File: config.mk
export PLATFORM = sky130hd
export DESIGN_NAME = decoder
export DESIGN_NICKNAME = d
export VERILOG_FILES = /design/src/rtl/decoder_pkg.sv /design/src/rtl/decoder_core.sv /design/src/rtl/decoder.sv
export SDC_FILE = /design/constraint.sdc
export NUM_CORES = 1
export LEC_CHECK = 0
export BUFFER_PORTS_ARGS = -buffer_cell sky130_fd_sc_hd__buf_2
export CAP_MARGIN = 20
export CORE_ASPECT_RATIO = 2
export CORE_MARGIN = 3
export CORE_UTILIZATION = 48
export DETAILED_ROUTE_END_ITERATION = 16
export PLACE_DENSITY = 0.85
export SYNTH_ARGS = -nofsm -noshare
export SYNTH_HDL_FRONTEND = slang
export SYNTH_SLANG_ARGS = --single-unit
File: constraint.sdc
create_clock -name clk -period 0.8 [get_ports clk]
set_input_delay 0.16 -clock clk [delete_from_list [all_inputs] [get_ports clk]]
set_output_delay 0.16 -clock clk [all_outputs]
set_load 0.05 [all_outputs]
File: src/rtl/decoder_pkg.sv
// rtl/decoder_pkg.sv - shared constants and width helper for the binary-to-one-hot decoder
package decoder_pkg;

    localparam int IN_W_DEFAULT = 4;

    // Inactive output level in active-high polarity; the top flips it for one-cold builds.
    localparam logic IDLE_LEVEL = 1'b0;

    function automatic int out_width(input int in_w);
        return 1 << in_w;
    endfunction

endpackage

File: src/rtl/decoder_core.sv
// rtl/decoder_core.sv - combinational binary-to-one-hot conversion, no clock
module decoder_core
    import decoder_pkg::*;
#(
    parameter int IN_W = IN_W_DEFAULT
) (
    input  logic [IN_W-1:0]             code,
    output logic [out_width(IN_W)-1:0]  onehot
);

    localparam int OUT_W = out_width(IN_W);

    // Every code indexes a real bit, so no range guard is needed.
    assign onehot = {{(OUT_W-1){1'b0}}, 1'b1} << code;

endmodule

File: src/rtl/decoder.sv
// rtl/decoder.sv - registered one-hot decoder with polarity select and sticky hit mask
module decoder
    import decoder_pkg::*;
#(
    parameter int IN_W       = IN_W_DEFAULT,
    parameter bit ACTIVE_LOW = 1'b0
) (
    input  logic                        clk,
    input  logic                        rst_n,
    input  logic                        en,
    input  logic                        valid_in,
    input  logic [IN_W-1:0]             data_in,
    input  logic                        hit_clr,
    output logic [out_width(IN_W)-1:0]  data_out,
    output logic                        valid_out,
    output logic [out_width(IN_W)-1:0]  hit_mask
);

    localparam int OUT_W = out_width(IN_W);
    localparam logic [OUT_W-1:0] POL_MASK = {OUT_W{ACTIVE_LOW}};
    localparam logic [OUT_W-1:0] IDLE     = {OUT_W{IDLE_LEVEL}} ^ POL_MASK;

    logic [OUT_W-1:0] onehot;
    logic             accept;

    decoder_core #(
        .IN_W (IN_W)
    ) u_core (
        .code   (data_in),
        .onehot (onehot)
    );

    assign accept = en & valid_in;

    always_ff @(posedge clk or negedge rst_n) begin
        if (!rst_n) begin
            data_out  <= IDLE;
            valid_out <= 1'b0;
        end else if (en) begin
            valid_out <= valid_in;
            data_out  <= valid_in ? (onehot ^ POL_MASK) : IDLE;
        end
    end

    // Clear is applied before the new hit is ORed in, so a same-cycle decode survives.
    always_ff @(posedge clk or negedge rst_n) begin
        if (!rst_n) begin
            hit_mask <= '0;
        end else if (accept) begin
            hit_mask <= (hit_clr ? '0 : hit_mask) | onehot;
        end else if (hit_clr) begin
            hit_mask <= '0;
        end
    end

endmodule

==> run metrics <==
Net Count, Synth=123; register bit total from synthesis=33; Die ar.=3330 um^2; DRC=0; Layout Skew=0 ns; leak pwr=0.840 nW; Die Wd=42.3 um; cells after synthesis=114; std cell rows=25; first-pass detailed-route iteration total=4; PD cells=1760 nW/um^2; design area=1940 um^2; fraction of synthesized area in multiplexers=0.889%; initial core utilization=51.9%; Setup crit end kind=output pin; pin count of the biggest net entering global routing=34; Reg power frac=51.1%; core region area=2440 um^2; Placed Cells=178; Sw Share=27.3%; combinational family with the most area after synthesis=compound AO/OA/AOI/OAI gates; Layout area overhead=53.1%; Sink Count=33; Overflow after GRT=0; Post-Synth XOR/XNOR Area=0%; Worst Setup Path Type=flip-flop to output pin; clock-pin slew on the worst setup and hold paths=0.07 ns; Final Hold Viols=0; Clock Power Share=34.7%; Critical Path Start Type=flip-flop; Post-Synth Simple-Gate Area=5.53%; Port-buffer cells=41; number of antenna violations at the first check in global routing=0; cell-internal power=2.49 mW; Final ANT Viol Nets=0; Worst Max-Slew Pin Slew=0.390 ns; Root Driver=clkbuf_8; fillcell total=127; DP Area=1550 um^2; Slew HR=74.0%; Worst EP arrival=0.86 ns; Finish-stage setup viols=35; worst hold margin=0.191 ns; drt total wl=3430 um; Tightest Hold Check Type=primary input to flip-flop; CTS H-tree depth=2; CP Data Required Time=0.64 ns; status=finished with violations; WP buf/inv=1; Max Cap Viol=0; ant diodes=0; CP Max Fanout=2; final std cells w/o fill=194; placer congestion estimate=0.760; sequential fraction of the synthesis area=65.2%; Max Slew Vio Count=0; layout cell share with drive strength beyond 1=62.3%; P_sw=933 uW; Tcrit/Tclk final=128%; initial DRC count=24; post-DP HPWL=2150 um; via-per-instance ratio=5.49; Boundary Pins=42; Die Ht=78.6 um; clk_lat worst skew=0.28 ns; Setup TNS=-6.98 ns; CP cell instances=buf_6; fin worst setup slack=-0.223 ns; CTS buffer count=5; fmax=978 MHz; clock tree buffer depth=2; CTS tree=yes; Logic pwr share=14.2%; DR WL/cell=17.7 um; Compound-Gate Fraction of Synth Area=15.8%; peak supply drop=0.00136 V; vias in the first global route=1082; cell area after synthesis=1270 um^2; Synth Warn #=0; first-pass GRT wire length=5490 um; worst slack, placed=-0.127 ns; Mapped Avg Cell Area=11.1 um^2; Adder-Cell Fraction of Synth Area=0%; detailed-route via count=1066; Worst path top cell family by delay=flip-flops; Slowest-stage cell, CP=dfrtp_2; Final #Nets=175; Synth cell types=13; failing checks=negative setup slack; RSZ-0062 raised after global routing=true; Period minus WS final=1.02 ns; CP peak stage delay=0.42 ns; Total GRT Usage=22.1%
state kept, by name (all words and copies together), names as in the netlist:
name / count
hit_mask: 16
data_out: 16
valid_out: 1
layout make-up:
| class | count | area, um^2 | share of cell area (%) |
|---|---|---|---|
| multi-input cells | 41 | 307 | 15.8 |
| repair buffers | 53 | 528 | 27.2 |
| clock buffers | 6 | 72.6 | 3.74 |
| well taps | 27 | 33.8 | 1.74 |
| inverters | 32 | 120 | 6.20 |
| clock inverters | 2 | 10.0 | 0.516 |
| flip-flops and latches | 33 | 867 | 44.7 |
power groups by stage:
stage / combinational (mW) / sequential [mW] / clock (mW)
3_3_place_gp: 0.391 / 1.77 / 0
4_1_cts: 0.466 / 1.75 / 1.18
3_5_place_dp: 0.403 / 1.77 / 0
6_report: 0.485 / 1.75 / 1.19
5_1_grt: 0.516 / 1.75 / 1.29
2_1_floorplan: 0.113 / 1.91 / 0
cell usage after synthesis (all sizes together):
library cell	count	area (um^2)
dfrtp	33	826
inv	32	120
o22ai	32	200
buf	5	27.5
clkbuf	3	11.3
nand2b	2	12.5
nand4b	2	30.0
mux2	1	11.3
nand2	1	3.75
nand4	1	6.26
nand4bb	1	11.3
or2	1	6.26
final timing paths:
check | start | slack (ns) | cells after the start | to
min in group asynchronous | rst_n | 0.36 | 3 | data_out[8]
min reg2reg | valid_out | 0.54 | 1 | valid_out
max in group asynchronous | rst_n | 0.26 | 3 | hit_mask[2]
min | valid_in | 0.19 | 2 | valid_out
max reg2reg | data_out[14] | -0.13 | 4 | data_out[14]
max | data_out[2] | -0.22 | 1 | data_out[2]
layout by cell type (no fill, tap or decap), types with 3 or more instances in the layout:
master    netlist  layout
buf_2           4       8
buf_4           1      10
buf_6           0      30
buf_8           0       3
clkbuf_8        0       5
dfrtp_2         0      33
inv_1          32      28
inv_2           0       4
o22ai_1        32      28
o22ai_2         0       4
logic make-up after synthesis:
| group | count (synthesis) |
|---|---|
| AO/OA/AOI/OAI | 32 |
| AND/OR/NAND/NOR | 8 |
| flip-flops | 33 |
| multiplexers | 1 |
| buffers and inverters | 40 |
stage by stage:
step / util, % / power (mW)
after floorplan: - / 2.03
after global placement: 63.5 / 2.16
after detailed placement: 63.5 / 2.17
after CTS: 77.3 / 3.40
after global routing: 79.4 / 3.56
final: 79.4 / 3.42
routing by layer:
metal	vias to the layer above	track usage, %	part of all wire [%]
li1	483	-	-
met1	537	26.1	37
met2	36	36.4	56
met3	10	4.59	3.8
met4	0	12.8	3.0
met5	-	0	0
what timing repair did:
item,in CTS,in global routing
endpoints found under the setup margin,33,37
resized for setup,68,9
endpoints found under the hold margin,33,0
setup buffers,4,3
hold buffers,1,0
(Power assumes the default switching activity.)
